--- config.mk ---
export PLATFORM = sky130hd
export DESIGN_NAME = uart_rx_display_scanner
export DESIGN_NICKNAME = d
export VERILOG_FILES = /design/src/rtl/uart_rx_display_scanner.sv
export SDC_FILE = /design/constraint.sdc
export NUM_CORES = 1
export LEC_CHECK = 0
export ABC_AREA = 1
export CAP_MARGIN = 20
export CORE_ASPECT_RATIO = 0.6
export CORE_MARGIN = 2
export CORE_UTILIZATION = 55
export DETAILED_ROUTE_END_ITERATION = 8
export GPL_TIMING_DRIVEN = 0
export PLACE_DENSITY = 0.89
export SLEW_MARGIN = 20
export SYNTH_ARGS = -nofsm -noshare
export SYNTH_HDL_FRONTEND = slang
export SYNTH_SLANG_ARGS = --single-unit
--- constraint.sdc ---
create_clock -name Clk -period 2.4 [get_ports Clk]
set_clock_uncertainty 0.2 [all_clocks]
set_input_delay 0.24 -clock Clk [delete_from_list [all_inputs] [get_ports Clk]]
set_output_delay 0.24 -clock Clk [all_outputs]
set_load 0.01 [all_outputs]
--- src/rtl/uart_rx_display_scanner.sv ---
// Receive-side display engine: turns UART receiver bytes and error flags into an
// N-digit multiplexed, active-low 7-segment display with an errored-byte counter.
module uart_rx_display_scanner #(
    parameter int NUM_DIGITS  = 4,
    parameter int REFRESH_DIV = 1024,
    parameter int MODE        = 0
) (
    input  logic                  Clk,
    input  logic                  reset,
    input  logic [7:0]            Rx_DATA,
    input  logic                  Rx_VALID,
    input  logic                  Rx_PERROR,
    input  logic                  Rx_FERROR,
    input  logic                  Disp_CLR,
    output logic [6:0]            Led_Disp,
    output logic [NUM_DIGITS-1:0] anode,
    output logic [7:0]            Err_CNT
);

    localparam int CNT_W  = $clog2(REFRESH_DIV);
    localparam int IDX_W  = $clog2(NUM_DIGITS);
    localparam int GOOD_W = (NUM_DIGITS > 2) ? 4 * (NUM_DIGITS - 2) : 4;

    localparam logic [CNT_W-1:0]      CNT_LAST = CNT_W'(REFRESH_DIV - 1);
    localparam logic [IDX_W-1:0]      IDX_LAST = IDX_W'(NUM_DIGITS - 1);
    localparam logic [NUM_DIGITS-1:0] ONE_HOT0 = NUM_DIGITS'(1);

    localparam logic [4:0] CODE_DASH  = 5'd16;
    localparam logic [4:0] CODE_BLANK = 5'd17;
    localparam logic [4:0] CODE_P     = 5'd18;

    logic [4:0]        digit [NUM_DIGITS];
    logic [GOOD_W-1:0] good_cnt;
    logic [GOOD_W-1:0] good_next;
    logic              valid_q;
    logic              capture;
    logic              is_err;
    logic [4:0]        hi_code;
    logic [4:0]        lo_code;
    logic [CNT_W-1:0]  cnt;
    logic [IDX_W-1:0]  idx;

    // Segment set lit for a digit code, bit order {g,f,e,d,c,b,a}.
    function automatic logic [6:0] seg_lit(input logic [4:0] code);
        logic [6:0] s;
        case (code)
            5'd0:    s = 7'b0111111;
            5'd1:    s = 7'b0000110;
            5'd2:    s = 7'b1011011;
            5'd3:    s = 7'b1001111;
            5'd4:    s = 7'b1100110;
            5'd5:    s = 7'b1101101;
            5'd6:    s = 7'b1111101;
            5'd7:    s = 7'b0000111;
            5'd8:    s = 7'b1111111;
            5'd9:    s = 7'b1101111;
            5'd10:   s = 7'b1110111;
            5'd11:   s = 7'b1111100;
            5'd12:   s = 7'b0111001;
            5'd13:   s = 7'b1011110;
            5'd14:   s = 7'b1111001;
            5'd15:   s = 7'b1110001;
            5'd16:   s = 7'b1000000;
            5'd18:   s = 7'b1110011;
            default: s = 7'b0000000;
        endcase
        return s;
    endfunction

    // Rx_VALID has no ready: a byte is taken on every 0->1 transition of Rx_VALID,
    // with Rx_DATA and the error flags sampled in that same cycle. The edge flop
    // resets high so a level already asserted across reset is ignored.
    always_ff @(posedge Clk) begin
        if (reset) valid_q <= 1'b1;
        else       valid_q <= Rx_VALID;
    end

    assign capture   = Rx_VALID & ~valid_q;
    assign is_err    = Rx_PERROR | Rx_FERROR;
    assign good_next = good_cnt + 1'b1;

    always_comb begin
        hi_code = {1'b0, Rx_DATA[7:4]};
        lo_code = {1'b0, Rx_DATA[3:0]};
        if (is_err) begin
            hi_code = Rx_FERROR ? CODE_DASH : CODE_P;
            lo_code = Rx_FERROR ? CODE_DASH : CODE_P;
        end
    end

    always_ff @(posedge Clk) begin
        if (reset || Disp_CLR) begin
            for (int k = 0; k < NUM_DIGITS; k++) digit[k] <= CODE_BLANK;
            good_cnt <= '0;
            Err_CNT  <= 8'd0;
        end else if (capture) begin
            digit[1] <= hi_code;
            digit[0] <= lo_code;
            if (!is_err) good_cnt <= good_next;
            if (MODE == 0) begin
                for (int k = 2; k < NUM_DIGITS; k++) digit[k] <= digit[k-2];
            end else if (!is_err) begin
                // Upper digits mirror the good-byte counter, one hex nibble each.
                for (int k = 2; k < NUM_DIGITS; k++)
                    digit[k] <= {1'b0, good_next[4*(k-2) +: 4]};
            end
            if (is_err && Err_CNT != 8'hFF) Err_CNT <= Err_CNT + 8'd1;
        end
    end

    always_ff @(posedge Clk) begin
        if (reset) begin
            cnt <= '0;
            idx <= '0;
        end else if (cnt == CNT_LAST) begin
            cnt <= '0;
            idx <= (idx == IDX_LAST) ? '0 : idx + 1'b1;
        end else begin
            cnt <= cnt + 1'b1;
        end
    end

    // First cycle of every slot is dark to avoid ghosting between digits.
    always_ff @(posedge Clk) begin
        if (reset || cnt == '0) begin
            anode    <= '1;
            Led_Disp <= 7'h7F;
        end else begin
            anode    <= ~(ONE_HOT0 << idx);
            Led_Disp <= ~seg_lit(digit[idx]);
        end
    end

endmodule
Word level (Yosys, flattened, before mapping) --
Memories as Yosys holds them, arrays and structs flattened. A register that Yosys moved wholly into a read port is not among the register bits. Index checks and enable logic that the tools add are counted.
Storage, ports and cells: word-level logic and storage cells 46, register bits 32, bits in read-only memories 224, memories kept 2, RAM bits 20, input port bits 14, output and inout bits 19
Memory list:
- (no name shown) | depth 32, width 7, read ports 1, clocked after Yosys merged registers in 0, write ports 0, RTL line 46 | case (code)
- digit | depth 4, width 5, read ports 3, clocked after Yosys merged registers in 1, write ports 4, RTL line 32 | logic [4:0] digit [NUM_DIGITS];
Cells by class: mux-type cells 16, $add $sub $neg 3, bitwise operators 9, reduce and logical (&&, ||, !) cells 6, equality and inequality tests 3, shift operators 1
Operators with widths (number):
- $mux 5 | 6
- $add 10x1->10 const B | 1
- $eq 10x10->1 const B | 1
- $logic_not 10->1 | 1
- $add 8x1->8 const B | 1
- $mux 2 | 4
- $ne 8x8->1 const B | 1
- $mux 7 | 1
- $not 7->7 | 1
- $mux 1 | 5
- $or 1x1->1 | 5
- $not 4->4 | 1
- $shl 1x2->4 const A | 1
- $add 2x1->2 const B | 1
- $eq 2x2->1 const B | 1
- $logic_or 1x1->1 | 2
- $reduce_and 2->1 | 1
- $reduce_or 2->1 | 1
- $and 1x1->1 | 1
- $logic_and 1x1->1 | 1
- $not 1->1 | 1

Logic depth before layout (Yosys ltp) --
depth in word-level cells 6, depth in mapped cells 11, gate-level depth less buffers 11

Least setup slack after synthesis --
No wires, ideal clock.
path type register -> register, start register (tool-made name), end register Led_Disp[0], arrival time 1349 ps, data required time 2086 ps, library setup time 114 ps, slack 737 ps, clock period less this slack 1663 ps, buffers on the path 1, stages on the path, launching flop included 11, path through dfxtp_1 -> buf_6 -> nand2_1 -> nand3_1 -> nand2_1 -> inv_1 -> ha_1 -> nand3_1 -> nand3_1 -> nand3_1 -> nand2_1
RTL lines:
- end signal, assigned | RTL line 130 | Led_Disp <= ~seg_lit(digit[idx]);
- end, declared | RTL line 15 | output logic [6:0] Led_Disp,

==> metrics.md <==
| Metric | Value |
|---|---|
| Max Cap Viol | 0 |
| Final setup fails | 0 |
| Post-CTS setup buffer count | 0 |
| Fin. max-slew vios | 0 |
| Worst R2R Path Depth | 10 |
| Syn Std Cell Area | 0.002636 sq mm |
| CP required | 2.41 ns |
| Initial core utilization | 0.5746 |
| #FFs+latches synth | 52 |
| Vias post-DR | 2198 |
| Clock Sinks | 52 |
| Leakage | 1.252 nW |
| 1st-iter DRT viols | 110 |
| Mapped Avg Cell Area | 7.965 sq um |
| Worst path cell trace | buf_6, inv_4, nand3_1, nand2_1, inv_1, ha_1, nand3_1, nand3_1, nand3_1, nand2_1 |
| GRT overflow | 0 |
| Total CTS buffers | 5 |
| Status | finished clean |
| Clk Latency, worst-skew pair | 0.31 ns |
| Gate Count Post-Synth | 331 |
| Largest net degree at the start of global routing | 19 |
| CTS root buf | clkbuf_8 |
| Worst-path clk slew | 0.09 ns |
| Core area | 0.004588 sq mm |
| First-pass GRT wire length | 8838 microns |
| Routability cong. | 0.8343 |
| Detail Placement HPWL | 3885 microns |
| GR peak layer | met2 |
| Total GRT Usage | 0.2121 |
| Area Growth Syn to Fin | 19.55% |
| Worst Max-Slew Pin Slew | 0.7440 ns |
| Seq/Total Area, Yosys | 0.4632 |
| Commonest non-fill, non-tap cell in the layout | nand2_1 |
| Final setup TNS | 0 ns |
| Critical path's largest stage delay | 0.32 ns |
| Vias in the first global route | 2066 |
| YS warnings | 0 |
| Power Density | 536.5 mW/mm^2 |
| Main synth FF type | dfxtp_1 |
| Layout cell share with drive strength beyond 1 | 0.1159 |
| Crit path DAT | 1.88 ns |
| I/O Buffers | 32 |
| Clk buf depth | 2 |
| Final Cycle Share | 0.7798 |
| Met3 Use GR | 0.05852 |
| Cells on Worst Hold Path | 1 |
| Crit. End Element | flop |
| WL final | 5278 microns |
| Post-CTS sizing | 0 |
| Die area | 0.005381 sq mm |
| Die width | 93.38 microns |
| Routed len/inst | 12.16 microns |
| # diodes | 0 |
| Peak supply drop | 0.3347 mV |
| Nets@finish | 397 |
| Number of H-tree levels | 2 |
| RSZ-0062 raised after global routing | no |
| Crit path max fanout | 8 |
| Startpoint types | flop |
| Area contributors post-synth | dfxtp_1 (26%), edfxtp_1 (21%), nand2_1 (13%) |
| Most frequent cells in the layout | nand2_1 (88), inv_1 (40), dfxtp_1 (34) |
| Share of the synthesized area in the top cell type | 0.2582 |
| Synth cell types | 31 |
| FFs w/ async S/R, synth | 0 |
| M1 GR Usage | 0.2665 |
| GRT met2 Usage | 0.3638 |
| Final Hold Vio Count | 0 |
| Syn nets | 358 |
| Fillers | 366 |
| Antenna Nets Post-Route | 0 |
| Number of synthesized flops with an enable pin | 18 |
| Row Count | 19 |
| Crit path kind | flop to flop |
| Post-layout util | 0.6869 |
| CP max stage cell | dfxtp_1 |
| Max Freq | 534.3 MHz |
| Initial antenna violation count | 0 |
| Fin crit period | 1.872 ns |
| Slew headroom | 0.5028 |
| DR DRC count | 0 |
| Via density | 5.065 |
| First drt pass iteration count | 5 |
| CP most frequent cell | nand3_1 |
| Die Y | 57.63 microns |
| Largest area contributor in the netlist | dfxtp_1 |
| Hold buffers post-CTS | 0 |
| Min-Delay Path Class | flop to flop |
| TritonCTS clock tree | yes |
| I/O pin total | 33 |
-- through the flow --
| step | instances | power (mW) | hold slack, ns | worst slack [ns] | instance area, sq um |
|---|---|---|---|---|---|
| final | 434 | 1.691 | 0.2552 | 0.5284 | 3152 |
| after global routing | 434 | 1.757 | 0.2732 | 0.3512 | 3152 |
| after detailed placement | 426 | 1.091 | 0.2439 | 0.2885 | 3035 |
| after global placement | 426 | 1.085 | 0.2287 | 0.3396 | 3035 |
| after CTS | 434 | 1.710 | 0.2581 | 0.5314 | 3152 |
| after floorplan | 331 | 1.037 | 0.1193 | 0.7367 | 2636 |
-- logic make-up (layout without fill, tap and decap cells) --
group / count (synthesis) / after routing / synth area share
fa+ha+maj: 13 / 13 / 0.06170
compound gates: 27 / 27 / 0.05980
simple gates: 181 / 181 / 0.3118
flops: 52 / 52 / 0.4632
buf+inv: 51 / 91 / 0.08021
xor+xnor: 7 / 7 / 0.02326
-- report_power, final --
group	total (mW)	switching, mW	internal (mW)	leakage (nW)
Combinational	0.132	0.0777	0.0543	0.736
Sequential	0.940	0.0104	0.929	0.458
Clock	0.620	0.284	0.336	0.0588
Total	1.69	0.372	1.32	1.25
-- synthesized netlist by cell type, types with 3 or more instances --
library cell	number
edfxtp_1	18
inv_2	7
o21ai_0	9
nor2_2	3
or2_2	4
nand2_1	88
ha_1	13
dfxtp_1	34
nand2_2	8
nor2_1	31
xor2_1	6
nor3_1	3
nand3_1	31
inv_1	40
a21oi_1	13
-- metal layers --
layer  vias up  share of wire
met5         -              0
met4         0          0.012
met3         4          0.046
met2        43           0.47
met1      1026           0.47
li1       1125              -
-- cell type report --
type | count | area (sq um) | share of cell area
plain buffers | 2 | 22.52 | 0.007146
clock buffers | 6 | 82.58 | 0.02620
clock inverters | 2 | 33.78 | 0.01072
inverters | 49 | 188.9 | 0.05994
multi-input cells | 228 | 1204 | 0.3819
flip-flops and latches | 52 | 1221 | 0.3875
well taps | 63 | 78.83 | 0.02501
repair buffers | 32 | 320.3 | 0.1016
-- path summary, 6_finish.rpt --
path | endpoint | slack [ns] | start
min | cnt[0] | 0.26 | cnt[0]
min reg2reg | cnt[0] | 0.26 | cnt[0]
max reg2reg | Led_Disp[0] | 0.53 | flop
max | Led_Disp[0] | 0.53 | flop
-- registers in the layout, indices dropped and copies added (netlist names), named ones only --
signal,count
anode,4
valid_q,1
Led_Disp,7
digit,18
cnt,10
idx,2
Err_CNT,8
-- critical path: cells and delay by family (launching register included) --
family	cells	cell delay, ns
simple gates	6	0.66
buf+inv	3	0.36
fa+ha+maj	1	0.24
flops	1	0.32
(Power assumes the default switching activity.)
